--- config.mk ---
export PLATFORM = sky130hd
export DESIGN_NAME = instr_fetch_unit_flat
export DESIGN_NICKNAME = d
export VERILOG_FILES = /design/src/rtl/instr_fetch_if.sv /design/src/rtl/instr_fetch_unit.sv /design/src/flat_wrapper.sv
export SDC_FILE = /design/constraint.sdc
export NUM_CORES = 1
export LEC_CHECK = 0
export ABC_AREA = 1
export CORE_MARGIN = 2
export CORE_UTILIZATION = 45
export CTS_BUF_LIST = sky130_fd_sc_hd__clkbuf_8 sky130_fd_sc_hd__clkbuf_16
export CTS_CLUSTER_DIAMETER = 120
export DETAILED_ROUTE_END_ITERATION = 10
export GPL_TIMING_DRIVEN = 0
export PLACE_DENSITY = 0.8
export SYNTH_ARGS = -nofsm -noshare
export SYNTH_HDL_FRONTEND = slang
export SYNTH_SLANG_ARGS = --single-unit
export TNS_END_PERCENT = 1
--- constraint.sdc ---
create_clock -name clk -period 1.6 [get_ports clk]
set_clock_uncertainty 0.05 [all_clocks]
set_input_delay 0.32 -clock clk [delete_from_list [all_inputs] [get_ports clk]]
set_output_delay 0.32 -clock clk [all_outputs]
set_load 0.005 [all_outputs]
--- src/rtl/instr_fetch_if.sv ---
// Fetch-stage bus bundle: PC hand-off, instruction-memory read channel and decode hand-off.
// The fetch unit binds the master modport; the surrounding pipeline binds the slave modport.
interface instr_fetch_if #(
  parameter int WORD_SIZE = 32
);
  // PC register side
  logic [WORD_SIZE-1:0] pc_addr;
  logic                 pc_halt;
  logic                 flush;
  logic                 halt_req;

  // Instruction memory side
  logic                 mem_req;
  logic [WORD_SIZE-1:0] mem_addr;
  logic                 mem_ready;
  logic                 mem_rvalid;
  logic [WORD_SIZE-1:0] mem_rdata;

  // Decode side
  logic                 instr_valid;
  logic [WORD_SIZE-1:0] instr;
  logic [WORD_SIZE-1:0] instr_pc;
  logic                 instr_ready;

  modport master (
    input  pc_addr, flush, halt_req,
    input  mem_ready, mem_rvalid, mem_rdata,
    input  instr_ready,
    output pc_halt, mem_req, mem_addr,
    output instr_valid, instr, instr_pc
  );

  modport slave (
    output pc_addr, flush, halt_req,
    output mem_ready, mem_rvalid, mem_rdata,
    output instr_ready,
    input  pc_halt, mem_req, mem_addr,
    input  instr_valid, instr, instr_pc
  );
endinterface

--- src/rtl/instr_fetch_unit.sv ---
// Instruction fetch unit: samples the PC, reads one word from instruction memory and
// holds it for decode; the PC is released only on a delivered instruction or a flush.
module instr_fetch_unit #(
  parameter int WORD_SIZE = 32,
  parameter int COUNT_W   = 32
) (
  input  logic               clk,
  input  logic               rst_n,
  instr_fetch_if.master      bus,
  output logic [COUNT_W-1:0] fetch_count
);

  typedef enum logic [2:0] {
    IDLE,
    REQ,
    WAIT,
    HOLD,
    DRAIN
  } state_e;

  state_e               state_q,    state_d;
  logic [WORD_SIZE-1:0] cur_pc_q,   cur_pc_d;
  logic [WORD_SIZE-1:0] instr_q,    instr_d;
  logic [WORD_SIZE-1:0] instr_pc_q, instr_pc_d;
  logic [COUNT_W-1:0]   count_q,    count_d;

  // NOTE: sequential state uses non-blocking assignments so every register samples pre-edge values.
  always_ff @(posedge clk or negedge rst_n) begin
    if (!rst_n) begin
      state_q    <= IDLE;
      cur_pc_q   <= '0;
      instr_q    <= '0;
      instr_pc_q <= '0;
      count_q    <= '0;
    end else begin
      state_q    <= state_d;
      cur_pc_q   <= cur_pc_d;
      instr_q    <= instr_d;
      instr_pc_q <= instr_pc_d;
      count_q    <= count_d;
    end
  end

  // NOTE: every variable gets a default before the case so no path can infer a latch.
  always_comb begin
    state_d    = state_q;
    cur_pc_d   = cur_pc_q;
    instr_d    = instr_q;
    instr_pc_d = instr_pc_q;
    count_d    = count_q;

    unique case (state_q)
      IDLE: begin
        if (!bus.halt_req && !bus.flush) begin
          cur_pc_d = bus.pc_addr;
          state_d  = REQ;
        end
      end

      // An accepted request still owes a response, so a flush here must drain it.
      REQ: begin
        if (bus.flush) begin
          state_d = bus.mem_ready ? DRAIN : IDLE;
        end else if (bus.mem_ready) begin
          state_d = WAIT;
        end
      end

      WAIT: begin
        if (bus.flush) begin
          state_d = bus.mem_rvalid ? IDLE : DRAIN;
        end else if (bus.mem_rvalid) begin
          instr_d    = bus.mem_rdata;
          instr_pc_d = cur_pc_q;
          state_d    = HOLD;
        end
      end

      // Flush wins over instr_ready: a redirected instruction is never counted.
      HOLD: begin
        if (bus.flush) begin
          state_d = IDLE;
        end else if (bus.instr_ready) begin
          count_d = count_q + COUNT_W'(1);
          state_d = IDLE;
        end
      end

      DRAIN: begin
        if (bus.mem_rvalid) begin
          state_d = IDLE;
        end
      end

      default: state_d = IDLE;
    endcase
  end

  assign bus.mem_req     = (state_q == REQ);
  assign bus.mem_addr    = (state_q == REQ) ? {cur_pc_q[WORD_SIZE-1:2], 2'b00} : '0;
  assign bus.instr_valid = (state_q == HOLD);
  assign bus.instr       = instr_q;
  assign bus.instr_pc    = instr_pc_q;
  assign fetch_count     = count_q;

  // The PC must hold while reset is asserted even if a flush is presented.
  assign bus.pc_halt = !rst_n || !(bus.flush || ((state_q == HOLD) && bus.instr_ready));

endmodule

--- src/flat_wrapper.sv ---
// flat-port wrapper written by rule: the top's interface ports become plain ports
module instr_fetch_unit_flat 
#(
  parameter int WORD_SIZE = 32,
  parameter int COUNT_W   = 32
)
  (clk, rst_n, fetch_count, bus_pc_addr, bus_flush, bus_halt_req, bus_mem_ready, bus_mem_rvalid, bus_mem_rdata, bus_instr_ready, bus_pc_halt, bus_mem_req, bus_mem_addr, bus_instr_valid, bus_instr, bus_instr_pc);
  instr_fetch_if #(.WORD_SIZE(WORD_SIZE)) bus_i ();
  input  logic clk;
  input  logic rst_n;
  output logic [COUNT_W-1:0] fetch_count;
  input wire logic [$bits(bus_i.pc_addr)-1:0] bus_pc_addr;
  input wire logic [$bits(bus_i.flush)-1:0] bus_flush;
  input wire logic [$bits(bus_i.halt_req)-1:0] bus_halt_req;
  input wire logic [$bits(bus_i.mem_ready)-1:0] bus_mem_ready;
  input wire logic [$bits(bus_i.mem_rvalid)-1:0] bus_mem_rvalid;
  input wire logic [$bits(bus_i.mem_rdata)-1:0] bus_mem_rdata;
  input wire logic [$bits(bus_i.instr_ready)-1:0] bus_instr_ready;
  output wire logic [$bits(bus_i.pc_halt)-1:0] bus_pc_halt;
  output wire logic [$bits(bus_i.mem_req)-1:0] bus_mem_req;
  output wire logic [$bits(bus_i.mem_addr)-1:0] bus_mem_addr;
  output wire logic [$bits(bus_i.instr_valid)-1:0] bus_instr_valid;
  output wire logic [$bits(bus_i.instr)-1:0] bus_instr;
  output wire logic [$bits(bus_i.instr_pc)-1:0] bus_instr_pc;
  assign bus_i.pc_addr = bus_pc_addr;
  assign bus_i.flush = bus_flush;
  assign bus_i.halt_req = bus_halt_req;
  assign bus_i.mem_ready = bus_mem_ready;
  assign bus_i.mem_rvalid = bus_mem_rvalid;
  assign bus_i.mem_rdata = bus_mem_rdata;
  assign bus_i.instr_ready = bus_instr_ready;
  assign bus_pc_halt = bus_i.pc_halt;
  assign bus_mem_req = bus_i.mem_req;
  assign bus_mem_addr = bus_i.mem_addr;
  assign bus_instr_valid = bus_i.instr_valid;
  assign bus_instr = bus_i.instr;
  assign bus_instr_pc = bus_i.instr_pc;
  instr_fetch_unit #(.WORD_SIZE(WORD_SIZE), .COUNT_W(COUNT_W)) u_core (.clk(clk), .rst_n(rst_n), .bus(bus_i), .fetch_count(fetch_count));
endmodule
-- After elaboration in Yosys (flattened, before gate mapping)
Index checks and enable logic that the tools add are counted.
- register bits: 131
- bits in latches: 0
- RAM bits: 0
- memory bits (read-only): 0
- input bits: 71
- output and inout bits: 131
- logic and storage cells: 41
- memories: 0
- add/subtract/negate cells: 1
- multiply operators: 0
- divide/modulo/power cells: 0
- magnitude comparators: 0
- equal/unequal tests: 9
- shifts and indexed selects: 0
- multiplexer cells: 12
- bitwise operators: 1
- reductions and logical operators: 13
- operators with widths (kind ; number):
    $add A32 B1 Y32 const B ; 1
    $mux W32 ; 1
    $mux W3 ; 10
    $pmux W3 S5 ; 1
    $ne A3 B3 Y1 const B ; 3
    $eq A3 B2 Y1 const B ; 2
    $reduce_and A3 Y1 ; 2
    $reduce_and A5 Y1 ; 1
    $logic_not A1 Y1 ; 4
    $eq A3 B1 Y1 const B ; 1
    $eq A3 B3 Y1 const B ; 1
    $logic_not A3 Y1 ; 1
    $logic_and A1 B1 Y1 ; 2
    $logic_or A1 B1 Y1 ; 2
    $ne A2 B1 Y1 const B ; 1
    $ne A2 B2 Y1 const B ; 1
    $reduce_and A2 Y1 ; 1
    $not A1 Y1 ; 1

-- Depth between registers and ports, before layout
- depth in word-level cells: 5
- gate-level depth with buffers: 10
- mapped depth without buffers: 10

-- Worst setup path after synthesis
No wires, ideal clock.
- path type: flip-flop to output port
- start: register u_core.state_q[1]
- end: output port bus_mem_addr[10]
- arrival: 1.216 ns
- data required time: 1.230 ns
- path slack: 0.014 ns
- stages on the path, launching flop included: 5
- path buffers: 1
- cell sequence: dfrtp_1 nor3_1 inv_1 clkbuf_1 nor2_1
- longest elaborated chain between the ends: 2
- ends and longest elaborated chain (item ; RTL line ; RTL):
    from (decl) ; instr_fetch_unit.sv:21 ; state_e state_q, state_d;
    from (signal assigned) ; instr_fetch_unit.sv:36 ; state_q <= state_d;
    $eq A3 B1 Y1 ; -- ;
    named net bus_mem_req ; flat_wrapper.sv:20 ; output wire logic [$bits(bus_i.mem_req)-1:0] bus_mem_req;
    $mux W32 ; instr_fetch_unit.sv:100 ; assign bus.mem_addr = (state_q == REQ) ? {cur_pc_q[WORD_SIZE-1:2], 2'b00} : '0;
    to (decl) ; flat_wrapper.sv:21 ; output wire logic [$bits(bus_i.mem_addr)-1:0] bus_mem_addr;
The timed path passes the listed nets, and every way through them passes these cells.

-- Worst setup path after layout
- start: register u_core.state_q[2]
- end: output port bus_mem_addr[21]
- longest elaborated chain between the ends: 2
- ends and longest elaborated chain (item ; RTL line):
    $eq A3 B1 Y1 ; instr_fetch_unit.sv:100
    $mux W32 ; instr_fetch_unit.sv:100
No other way between the ends.

==> impl_metrics.toml <==
[worst_setup_path]
worst_setup_path_end_kind = "output pin"
regToRegSetupSlack_ps = -120
r2r-start = "u_core.state_q[2]"
r2r_cells = 9
critPathRequiredTime_ps = 1230
crit_type = "reg2out"
start_kind = "flip-flop"
cp_data_arrival_time_ps = 1700
r2r-end = "u_core.bus.instr[24]"
path_max_fanout = 5

[cts]
cts_buffer_depth = 2
cts_buffers = 17
htree_num_levels = 4
clock_sinks = 131
path_clk_slew_ps = 60
clkLatencyLatePin_ps = 410
cts-root-buf = "clkbuf_16"
cts_tree = "done"

[placed_design]
hpwl_mm = 11.64
gp_congestion = 0.8934
dpl_cell_area_um2 = 8025
placed_cells = 1060
io_buffers = 198

[yosys]
async_reset_ff_share_pct = 100.0
synth_common_cells = "nand2_1 (181), dfrtp_1 (131), nor2_1 (100), inv_1 (66), nand3_1 (51)"
synth_compound_area_share_pct = 6.390
yosys.cell_count.top_type = "nand2_1"
ys_ff_latch = 131
synthXorXnorAreaFrac_pct = 2.979
netlist_instances = 688
ys_types = 30
synth_area_um2 = 5796
synth_top_family_by_area = "simple AND/OR/NAND/NOR gates"
yosysSeqAreaShare_pct = 56.56
synth_top_cells_by_area = "dfrtp_1 (57%), nand2_1 (12%), nor2_1 (6.5%), nand3_1 (4.4%), inv_1 (4.3%)"
yosysTopAreaCell = "dfrtp_1"
synth_fa_ha_area_share_pct = 0.2159
syn_area_per_cell_um2 = 8.424
ys.flop_type = "dfrtp_1"
yosysWarningCount = 0
synth_edf_count = 0
yosys.area.top_type_share_pct = 56.56
yosys.area_share.simple_pct = 26.90
synthMuxAreaShare_pct = 0

[floorplan]
io_pins = 202
num_rows = 41
die_h_um = 117.5
die_w_um = 117.5
start_util_pct = 45.93
core-area_um2 = 12620
die_area_um2 = 13800

[timing]
slew_headroom_pct = 66.04
rsz0062_at_grt = "true"
hold_ws_ps = -163.9
drv_slew = 0
setup_viol = 86
hold_viol_final = 61
period_minus_slack_ps = 2065
period_share_pct = 129.1
worst_slew_pin_slew_ps = 509.4
layout_setup_ws_ps = -465.2
max_freq_mhz = 484.2

[global_routing]
grt_pass1_wl_mm = 26.39
grt_max_degree = 72
grt_use_total_pct = 24.22
grt_overflow = 0
antenna_found_initial = 1
first_global_vias = 5272

[run_status]
violations = "hold timing, setup timing"
status = "finished, violations left"

[worst_hold_path]
hold_class = "in2async"

[cells_and_area]
final_cells = 1104
fin_area_um2 = 8825
nNetsFinal = 991
drive_gt1_share_pct = 16.76
area_delta_synth_final_pct = 52.27
fillers = 1049

[routing]
vias = 5466
routedWlPerCell_um = 15.24
totalWireLength_mm = 16.82
drt_first_pass_iters = 5
drt_iter0_drc = 322
via_per_inst = 4.951
postRouteAntennaNets = 0
drc = 0

[pwr]
p_leak_nw = 4.561
p_per_area_nw_per_um2 = 1623
ir_worst_vdd_v = 0.001357

[flow_run]
maxCapViolCount = 0
-- registers in the layout, indices dropped and copies added, names as in the netlist --
register	cells
u_core.bus.instr	32
u_core.bus.instr_pc	32
u_core.fetch_count	32
u_core.state_q	3
u_core.cur_pc_q	32
-- worst max-delay path by stage --
stage                       end         startpoint  depth (start not counted)  slack (ps)
3_3_place_gp        bus_pc_halt              rst_n                          3       -5100
6_report       bus_mem_addr[21]  u_core.state_q[2]                          6        -470
5_1_grt        bus_mem_addr[21]  u_core.state_q[2]                          6        -510
3_5_place_dp   bus_mem_addr[21]  u_core.state_q[1]                          5        -710
4_1_cts        bus_mem_addr[11]  u_core.state_q[2]                          6        -420
2_1_floorplan  bus_mem_addr[10]  u_core.state_q[1]                          4          10
-- critical path: stages (launching register included) --
cell,delay (ps)
dfrtp_2,440
nor3_4,230
inv_2,110
buf_6,140
buf_8,130
nor2_4,100
buf_6,120
-- per-layer routing --
layer  track usage (%)  wire length, um  vias to the layer above
li1                  -                -                     2624
met1             28.98             6719                     2605
met3             5.814              955                       39
met5                 0                0                        -
met4             12.80              625                        0
met2             40.64             8524                      198
-- report_power, final --
group | switching (mW) | total, mW | internal, mW | leakage (nW)
registers | 0.554 | 5.03 | 4.48 | 1.59
clock network | 1.40 | 4.25 | 2.85 | 0.319
logic | 2.60 | 5.04 | 2.44 | 2.65
-- layout make-up --
cell class                 count  area, um^2  share of cell area [%]
sequential                   131        3288                   37.26
tap                          172       215.2                   2.439
clock inverter                 8       147.6                   1.673
antenna                        1       2.502                 0.02836
clock buffer                  23       508.0                   5.756
multi-input combinational    460        2280                   25.83
inverter                      69       269.0                   3.048
timing repair buffer         211        1899                   21.52
buffer                        29       215.2                   2.439
-- cell families (layout without fill, tap and decap cells) --
| logic type | after synthesis | after routing |
|---|---|---|
| compound gates | 73 | 73 |
| flops | 131 | 131 |
| other cells | 1 | 3 |
| xor+xnor | 18 | 18 |
| simple gates | 366 | 366 |
| fa+ha+maj | 1 | 1 |
| buf+inv | 98 | 340 |
-- per-stage QoR --
stage	util [%]	TNS (ps)	hold WS, ps	total power [mW]	setup slack, ps
floorplan	-	0	-25.59	6.862	14.34
global placement	63.37	-731300	402.8	9.939	-5104
detailed placement	63.59	-71140	284.2	10.08	-714.4
CTS	68.66	-17440	-154.4	13.94	-417.5
global route	69.93	-27440	-134.6	15.11	-512.2
finish	69.93	-16790	-163.9	14.32	-465.2
-- cell usage in the layout (no fill, tap or decap), types with 3 or more instances in the layout --
| cell | instances |
|---|---|
| bufinv_16 | 4 |
| dlygate4sd2_1 | 97 |
| buf_6 | 11 |
| nand2_2 | 5 |
| dfrtp_1 | 123 |
| dfrtp_2 | 8 |
| clkdlybuf4s50_1 | 67 |
| clkbuf_16 | 17 |
| nor2_2 | 17 |
| clkbuf_1 | 5 |
| buf_4 | 13 |
| o21ai_1 | 17 |
| clkbuf_8 | 8 |
| inv_1 | 65 |
| nor3_1 | 3 |
| inv_2 | 3 |
| xnor2_1 | 8 |
| a21oi_1 | 33 |
| clkdlybuf4s15_2 | 3 |
| nor2_4 | 13 |
| clkbuf_4 | 5 |
| o21ai_0 | 19 |
| nand4_1 | 14 |
| nand3b_1 | 4 |
| xor2_1 | 8 |
| nand2_1 | 179 |
| buf_2 | 28 |
| nand3_1 | 50 |
| buf_8 | 5 |
| nor2_1 | 75 |
-- what timing repair did --
item                                    in CTS  in global routing
hold endpoints to repair                    61                 61
cloned                                       1                  0
pin swaps                                    7                  6
buffers inserted                            10                  1
endpoints found under the setup margin     226                148
gates resized for setup                    282                 57
Power figures use the tool's default switching activity.
